$ cat src/rtl/io_peripheral_responder_pkg.sv
// Shared constants for the memory-mapped IO peripheral responder:
// data width, register offsets and the base addresses the CPU routing
// stage uses to generate led_cs / switch_cs.
package io_peripheral_responder_pkg;

    // Width of the IO data path; the routing stage zero-extends to 32 bits.
    localparam int IO_DATA_W = 16;

    // Register offsets, decoded from addr[3:2].
    localparam logic [1:0] OFF_LED  = 2'b00;
    localparam logic [1:0] OFF_SW   = 2'b01;
    localparam logic [1:0] OFF_FLAG = 2'b10;
    localparam logic [1:0] OFF_RSVD = 2'b11;

    // Base addresses decoded upstream into the two chip selects.
    localparam logic [31:0] LED_BASE_ADDR    = 32'hFFFF_F000;
    localparam logic [31:0] SWITCH_BASE_ADDR = 32'hFFFF_F100;

    // Extract the register offset from a byte address.
    function automatic logic [1:0] reg_offset(input logic [31:0] byte_addr);
        return byte_addr[3:2];
    endfunction

endpackage

$ cat src/rtl/io_peripheral_responder_if.sv
// CPU-side IO bus between the address-routing stage (master) and the
// peripheral responder (slave).
interface io_peripheral_responder_if;
    import io_peripheral_responder_pkg::*;

    logic                 led_cs;
    logic                 switch_cs;
    logic                 io_write;
    logic                 io_read;
    logic [31:0]          addr;
    logic [31:0]          wdata;
    logic [IO_DATA_W-1:0] rdata;

    modport master (
        output led_cs, switch_cs, io_write, io_read, addr, wdata,
        input  rdata
    );

    modport slave (
        input  led_cs, switch_cs, io_write, io_read, addr, wdata,
        output rdata
    );

endinterface

$ cat src/rtl/io_peripheral_responder_sw_debounce.sv
// Two-flop synchroniser plus whole-vector debounce for the board switches.
// A new synchronised value is accepted only after it has differed from the
// stable value for DEBOUNCE_CYCLES consecutive cycles. Returning to the
// stable value restarts the count; a different non-stable value does not,
// and the value accepted is whatever sync2 holds on the accepting cycle.
// update is high for the single cycle whose closing edge loads sw_stable.
module io_peripheral_responder_sw_debounce
    import io_peripheral_responder_pkg::*;
#(
    parameter int DEBOUNCE_CYCLES = 1000000,
    parameter int CNT_W           = 20
) (
    input  logic                 clk,
    input  logic                 rst,
    input  logic [IO_DATA_W-1:0] switch_pad,
    output logic [IO_DATA_W-1:0] sw_stable,
    output logic                 update
);

    localparam logic [CNT_W-1:0] COUNT_LAST = CNT_W'(DEBOUNCE_CYCLES - 1);

    logic [IO_DATA_W-1:0] sync1;
    logic [IO_DATA_W-1:0] sync2;
    logic [CNT_W-1:0]     count;

    // Accept when the differing value has survived the full window.
    assign update = (sync2 != sw_stable) && (count == COUNT_LAST);

    // Bring the asynchronous pads into the clk domain.
    always_ff @(posedge clk) begin
        if (rst) begin
            sync1 <= '0;
            sync2 <= '0;
        end else begin
            sync1 <= switch_pad;
            sync2 <= sync1;
        end
    end

    // Count how long sync2 has differed from sw_stable and accept at the limit.
    always_ff @(posedge clk) begin
        if (rst) begin
            sw_stable <= '0;
            count     <= '0;
        end else if (sync2 == sw_stable) begin
            count <= '0;
        end else if (update) begin
            sw_stable <= sync2;
            count     <= '0;
        end else begin
            count <= count + CNT_W'(1);
        end
    end

endmodule

$ cat src/rtl/io_peripheral_responder.sv
// Peripheral responder for the CPU memory-mapped IO path: a write-loaded
// LED register, debounced switch readback and a sticky switch-change flag
// that is cleared by reading it. Read data is combinational so the
// single-cycle CPU samples it in the same cycle, and is 0 when not selected.
module io_peripheral_responder
    import io_peripheral_responder_pkg::*;
#(
    parameter int DEBOUNCE_CYCLES = 1000000,
    parameter int CNT_W           = 20
) (
    input  logic                      clk,
    input  logic                      rst,
    io_peripheral_responder_if.slave  bus,
    input  logic [IO_DATA_W-1:0]      switch_pad,
    output logic [IO_DATA_W-1:0]      led_out,
    output logic                      sw_changed
);

    logic [1:0]           offset;
    logic                 led_write;
    logic                 sw_read;
    logic                 flag_clear;
    logic [IO_DATA_W-1:0] sw_stable;
    logic                 sw_update;
    logic                 unused_bus_bits;

    assign offset     = reg_offset(bus.addr);
    assign led_write  = bus.led_cs && bus.io_write && (offset == OFF_LED);
    assign sw_read    = bus.switch_cs && bus.io_read;
    assign flag_clear = sw_read && (offset == OFF_FLAG);

    // Address bits outside the offset field and the upper write data are
    // decoded upstream or not meaningful here.
    assign unused_bus_bits = ^{bus.addr[31:4], bus.addr[1:0], bus.wdata[31:16]};

    io_peripheral_responder_sw_debounce #(
        .DEBOUNCE_CYCLES (DEBOUNCE_CYCLES),
        .CNT_W           (CNT_W)
    ) u_sw_debounce (
        .clk        (clk),
        .rst        (rst),
        .switch_pad (switch_pad),
        .sw_stable  (sw_stable),
        .update     (sw_update)
    );

    // LED register: loaded from the low half of the write data.
    always_ff @(posedge clk) begin
        if (rst) begin
            led_out <= '0;
        end else if (led_write) begin
            led_out <= bus.wdata[IO_DATA_W-1:0];
        end
    end

    // Sticky change flag: a new accept outranks a clearing read.
    always_ff @(posedge clk) begin
        if (rst) begin
            sw_changed <= 1'b0;
        end else if (sw_update) begin
            sw_changed <= 1'b1;
        end else if (flag_clear) begin
            sw_changed <= 1'b0;
        end
    end

    // Read mux: registered state only, so a same-cycle write or clear is
    // not yet visible and the old value is returned.
    always_comb begin
        bus.rdata = '0;
        if (sw_read) begin
            case (offset)
                OFF_LED:  bus.rdata = led_out;
                OFF_SW:   bus.rdata = sw_stable;
                OFF_FLAG: bus.rdata = {{(IO_DATA_W-1){1'b0}}, sw_changed};
                default:  bus.rdata = '0;
            endcase
        end
    end

endmodule

$ cat src/flat_wrapper.sv
// flat-port wrapper written by rule: the top's interface ports become plain ports
module io_peripheral_responder_flat import io_peripheral_responder_pkg::*;
#(
    parameter int DEBOUNCE_CYCLES = 1000000,
    parameter int CNT_W           = 20
)
  (clk, rst, switch_pad, led_out, sw_changed, bus_led_cs, bus_switch_cs, bus_io_write, bus_io_read, bus_addr, bus_wdata, bus_rdata);
  io_peripheral_responder_if bus_i ();
  input  logic clk;
  input  logic rst;
  input  logic [IO_DATA_W-1:0] switch_pad;
  output logic [IO_DATA_W-1:0] led_out;
  output logic sw_changed;
  input wire logic [$bits(bus_i.led_cs)-1:0] bus_led_cs;
  input wire logic [$bits(bus_i.switch_cs)-1:0] bus_switch_cs;
  input wire logic [$bits(bus_i.io_write)-1:0] bus_io_write;
  input wire logic [$bits(bus_i.io_read)-1:0] bus_io_read;
  input wire logic [$bits(bus_i.addr)-1:0] bus_addr;
  input wire logic [$bits(bus_i.wdata)-1:0] bus_wdata;
  output wire logic [$bits(bus_i.rdata)-1:0] bus_rdata;
  assign bus_i.led_cs = bus_led_cs;
  assign bus_i.switch_cs = bus_switch_cs;
  assign bus_i.io_write = bus_io_write;
  assign bus_i.io_read = bus_io_read;
  assign bus_i.addr = bus_addr;
  assign bus_i.wdata = bus_wdata;
  assign bus_rdata = bus_i.rdata;
  io_peripheral_responder #(.DEBOUNCE_CYCLES(DEBOUNCE_CYCLES), .CNT_W(CNT_W)) u_core (.clk(clk), .rst(rst), .bus(bus_i), .switch_pad(switch_pad), .led_out(led_out), .sw_changed(sw_changed));
endmodule
$ cat config.mk
export PLATFORM = sky130hd
export DESIGN_NAME = io_peripheral_responder_flat
export DESIGN_NICKNAME = d
export VERILOG_FILES = /design/src/rtl/io_peripheral_responder_pkg.sv /design/src/rtl/io_peripheral_responder_if.sv /design/src/rtl/io_peripheral_responder_sw_debounce.sv /design/src/rtl/io_peripheral_responder.sv /design/src/flat_wrapper.sv
export SDC_FILE = /design/constraint.sdc
export NUM_CORES = 1
export LEC_CHECK = 0
export BUFFER_PORTS_ARGS = -buffer_cell sky130_fd_sc_hd__buf_2
export CAP_MARGIN = 0
export CORE_AREA = 2 2 75 113
export DETAILED_ROUTE_END_ITERATION = 6
export DIE_AREA = 0 0 77 115
export PLACE_DENSITY_LB_ADDON = 0.1
export REMOVE_ABC_BUFFERS = 1
export SYNTH_ARGS = -nofsm -noshare
export SYNTH_HDL_FRONTEND = slang
export SYNTH_SLANG_ARGS = --single-unit
$ cat constraint.sdc
create_clock -name clk -period 4.9 [get_ports clk]
set_input_delay 0.49 -clock clk [delete_from_list [all_inputs] [get_ports clk]]
set_output_delay 0.49 -clock clk [all_outputs]
set_load 0.01 [all_outputs]
* Yosys cells after proc, flatten, opt, wreduce, memory -nomap -nowiden *
Index checks and enable logic that the tools add are counted.

word-level totals
  register bits after elaboration = 85
  output and inout port bits = 33

cells by class
  $add $sub $neg = 1
  equality and inequality tests = 5
  multiplexer cells = 4
  bitwise gates (word level) = 1
  reduce and logical (&&, ||, !) cells = 9

operator list
  kind                     count
  $pmux W16 S3             1
  $add A20 B1 Y20 const B  1
  $eq A20 B20 Y1 const B   1
  $eq A16 B16 Y1           1
  $mux W16                 1
  $ne A16 B16 Y1           1
  $logic_and A1 B1 Y1      5
  $reduce_or A3 Y1         1
  $eq A2 B1 Y1 const B     1
  $eq A2 B2 Y1 const B     1
  $logic_not A2 Y1         1
  $mux W1                  2
  $reduce_and A2 Y1        1
  $reduce_bool A2 Y1       1
  $not A1 Y1               1

* Logic depth before layout (Yosys ltp) *
  depth in word-level cells = 4
  depth in mapped cells = 7
  gate-level depth less buffers = 6

* By module *
From an unflattened synthesis, not the netlist that was laid out.

second synthesis, totals
  cell total of the unflattened synthesis = 371
  area, all modules = 3,698.5 µm²

by module, submodules not included
  module                               instances  cells an instance  area an instance (µm²)  sequential area each (µm²)
  io_peripheral_responder_sw_debounce  1          260                2,651.3                 1,361.3
  io_peripheral_responder              1          111                1,047.3                 340.3

* Worst setup path after synthesis *
No wires, ideal clock.

  kind = register to register
  start = reg u_core.u_sw_debounce.count[0]
  end = reg u_core.u_sw_debounce.sw_stable[11]
  setup time = 0.132 ns
  arrival time = 1.638 ns
  data required time = 4.768 ns
  path slack = 3.130 ns
  stages on the path, launching flop included = 8
  buffers on the path = 1
  clock period less this slack = 1.770 ns
  cells stage by stage = dfxtp_1 -> ha_1 -> and2_1 -> nand4_2 -> or3_4 -> buf_6 -> o21ai_0 -> a21oi_1

between the ends
  word-level cells in the longest chain between the ends = 3

ends and longest elaborated chain
  item                                line                                       source
  start: declaration                  io_peripheral_responder_sw_debounce.sv:24  logic [CNT_W-1:0] count;
  start signal: assignment            io_peripheral_responder_sw_debounce.sv:51  count <= count + CNT_W'(1);
  $eq A20 B20 Y1                      io_peripheral_responder_sw_debounce.sv:27  assign update = (sync2 != sw_stable) && (count == COUNT_LAST);
  $logic_and A1 B1 Y1                 io_peripheral_responder_sw_debounce.sv:27
  $reduce_and A2 Y1 (no source line)  -
  end signal: assignment              io_peripheral_responder_sw_debounce.sv:48  sw_stable <= sync2;
  end: declaration                    io_peripheral_responder_sw_debounce.sv:16  output logic [IO_DATA_W-1:0] sw_stable,

Every way passes these cells.
A chain may end at the register's enable or synchronous reset.

* Final worst setup path *
  start = reg u_core.u_sw_debounce.sw_stable[12]
  end = reg u_core.u_sw_debounce.sw_stable[5]

between the ends
  word-level cells in the longest chain between the ends = 3
  elaborated cells between the ends (all ways) = 5
  those cells by class = eq/ne (2); bitwise (1); reduce/logical (2)

ends and longest elaborated chain
  item                                                      line
  $ne A16 B16 Y1 / $eq A16 B16 Y1 (equally long branches)   io_peripheral_responder_sw_debounce.sv:27, io_peripheral_responder_sw_debounce.sv:45
  $logic_and A1 B1 Y1 / $not A1 Y1 (equally long branches)  -
  $reduce_and A2 Y1 (no source line) *                      -

Every way passes the cells marked *; elsewhere a longest branch is shown, timed or not.

==> results.py <==
metrics = {
    "layout": {
        "fin_cells": 548,
        "nets": 526,
        "drive_gt1_share_pct": 21.44,
        "n_fill_cell": 775,
        "antenna_cells": 0,
        "area_growth_pct": 20.22,
    },
    "timing": {
        "setup_tns_ns": 0,
        "post-route-period-util_pct": 45.78,
        "final.setup_skew_ns": 0.006646,
        "fmaxAchievable_ghz": 0.4458,
        "slew_headroom_pct": 51.43,
        "setup_violations": 0,
        "worst-slew-pin-transition_ns": 0.7264,
        "hold_viol": 0,
        "rsz0062_at_grt": "no",
        "post-route-min-period_ns": 2.243,
        "maxSlewViolCount": 0,
    },
    "critical_path": {
        "worstReg2RegEnd": "u_core.u_sw_debounce.sw_stable[5]",
        "cp.arrival_ns": 2.43,
        "critPathMaxStageDelay_ns": 0.69,
        "reg2regPathDepth": 5,
        "startpoint_type": "register",
        "end_kind": "register",
        "worstPathCellList": "xor2_1 > nor4_1 > nand4_1 > nand3_1 > a21oi_1",
        "required_ns": 5.09,
        "rr_startpoint": "u_core.u_sw_debounce.sw_stable[12]",
        "cp_max_fo": 17,
        "crit_slowest_cell": "nand4_1",
        "reg2reg_slack_ns": 2.66,
        "crit_start": "u_core.u_sw_debounce.sw_stable[12]",
        "crit_type": "reg -> reg",
    },
    "routing": {
        "drt_iter0_drc": 155,
        "routed_via_density": 4.858,
        "first_pass_iters": 4,
        "antenna_left": 0,
        "wirelength_um": 6695,
        "vias": 2662,
        "wl_per_cell_um": 12.22,
        "post-route-drc-count": 0,
    },
    "clocking": {
        "cts.repair.resized": 0,
        "cts_max_path_buffers": 2,
        "clk_latency_ns": 0.33,
        "tritoncts": "done",
        "cts_num_sinks": 85,
        "ctsHoldBuffers": 0,
        "cts_root_buf": "clkbuf_16",
        "cts_made_buffers": 9,
        "cts_setup_buffers": 0,
        "clk_pin_slew_ns": 0.06,
        "ctsHtreeMaxLevel": 3,
    },
    "synthesis": {
        "netlist.area_leader.share_pct": 50.00,
        "synth_ff_type": "dfxtp_1",
        "ys_seq_elements": 85,
        "synth_seq_area_share_pct": 50.00,
        "yosysTopAreaCell": "dfxtp_1",
        "synth_edf_count": 0,
        "postSynthAreaPerCell_um2": 9.075,
        "ys_top_cells_by_count": "85 x dfxtp_1, 43 x nand2_1, 41 x nor2_1, 33 x a21oi_1, 32 x nor2b_1",
        "synth_area_leaders": "dfxtp_1 50%, xor2_1 6.9%, nor2b_1 5.9%",
        "post-synth-top-count-cell": "dfxtp_1",
        "synth.distinct_cells": 32,
        "async_reset_ff_share_pct": 0,
        "ys_warn_count": 0,
        "synth_area_um2": 3403,
        "synthCells": 375,
    },
    "global_route": {
        "grt_pass1_wl_um": 11590,
        "overflow": 0,
        "grt_use_total_pct": 16.12,
        "antenna_found_initial": 0,
        "grt_pass1_vias": 2509,
        "grt_max_degree": 38,
    },
    "floorplanning": {
        "die_height_um": 115,
        "floorplan.die_area_um2": 8855,
        "die_w_um": 77,
        "num_rows": 40,
        "pin_count": 119,
        "fp.coreArea_um2": 7908,
        "start_util_pct": 43.04,
    },
    "pwr": {
        "vdd_drop_max_v": 0.0002256,
        "powerDensity_nw_per_um2": 357.3,
        "power.leakage_nw": 1.742,
    },
    "hold_path": {
        "hold_depth": 2,
        "hold_class": "in -> reg",
        "whs_endpoint": "u_core.u_sw_debounce.sync1[6]",
        "min-delay-start": "switch_pad[6]",
    },
    "placed_design": {
        "portBuffers": 72,
        "place_congestion": 0.7575,
        "detailed_place_hpwl_um": 4773,
        "dp.cells": 533,
    },
    "run": {
        "max_cap_violations": 0,
    },
    "run_status": {
        "status": "completed",
    },
}
==> metal layers <==
| layer | vias to the layer above | wire length, um | GRT usage (%) |
|---|---|---|---|
| li1 | 1380 | - | - |
| met5 | - | 0 | 0 |
| met3 | 12 | 299 | 3.768 |
| met4 | 0 | 143 | 7.143 |
| met1 | 1213 | 2919 | 18.47 |
| met2 | 57 | 3333 | 28.65 |
==> power by group <==
part	leakage [nW]	total, mW	switching (mW)	internal (mW)
Sequential	0.693	0.718	0.00853	0.709
Combinational	0.902	0.0765	0.0438	0.0328
Clock	0.147	0.667	0.250	0.417
Total	1.74	1.46	0.302	1.16
==> cell usage in the layout (no fill, tap or decap), drive strengths merged, types with 5 or more instances in the layout <==
cell type	count
xnor2	7
nor4	8
xor2	27
nand3	25
nor2b	32
mux2i	16
dfxtp	85
nand2	43
clkbuf	11
nor2	41
o21ai	17
buf	73
nand4	5
a21oi	33
==> final cells by class <==
| type | instances | area (um2) | share of cell area (%) |
|---|---|---|---|
| flip-flops and latches | 85 | 1702 | 41.59 |
| well taps | 105 | 131.4 | 3.211 |
| clock inverters | 4 | 47.55 | 1.162 |
| repair buffers | 73 | 367.9 | 8.991 |
| multi-input cells | 268 | 1583 | 38.69 |
| inverters | 2 | 7.507 | 0.1835 |
| clock buffers | 11 | 252.7 | 6.177 |
==> state kept, by name (all words and copies together) (netlist names) <==
register / cells
u_core.led_out: 16
u_core.sw_changed: 1
u_core.u_sw_debounce.count: 20
u_core.u_sw_debounce.sw_stable: 16
u_core.u_sw_debounce.sync1: 16
u_core.u_sw_debounce.sync2: 16
==> logic make-up after synthesis <==
family	count (synthesis)	share of synthesized area (%)
adders and majority gates	1	0.3676
DFF	85	50.00
buffers and inverters	22	3.493
muxes	16	4.706
xor gates and xnor gates	34	8.750
and+or+nand+nor	167	25.33
AOI/OAI and AO/OA	50	7.353
==> worst max path at each step <==
| stage | to | cells past startpoint |
|---|---|---|
| 6_report | u_core.u_sw_debounce.sw_stable[5] | 5 |
| 5_1_grt | u_core.u_sw_debounce.sw_stable[2] | 5 |
| 4_1_cts | u_core.u_sw_debounce.sw_stable[5] | 5 |
| 3_5_place_dp | u_core.u_sw_debounce.sw_stable[5] | 5 |
| 3_3_place_gp | u_core.u_sw_debounce.sw_stable[6] | 5 |
| 2_1_floorplan | u_core.u_sw_debounce.count[10] | 6 |
==> through the flow <==
| stage | utilization, % | area [um2] | total power, mW | hold slack [ns] | setup slack (ns) |
|---|---|---|---|---|---|
| CTS | 51.74 | 4091 | 1.483 | 0.3597 | 2.640 |
| global route | 51.74 | 4091 | 1.527 | 0.3653 | 2.421 |
| finish | 51.74 | 4091 | 1.462 | 0.3697 | 2.657 |
| detailed placement | 47.94 | 3791 | 0.8111 | 0.4212 | 2.641 |
| floorplan | - | 3292 | 0.7689 | 0.4138 | 3.083 |
| global placement | 47.94 | 3791 | 0.8104 | 0.4169 | 2.662 |
==> critical path, delay by kind of cell (launching register included) <==
kind	cells	cell delay, ns
flops	1	0.33
compound gates	1	0.10
simple gates	3	1.51
xor+xnor	1	0.16
No activity file was read; power rests on OpenSTA's default activity.
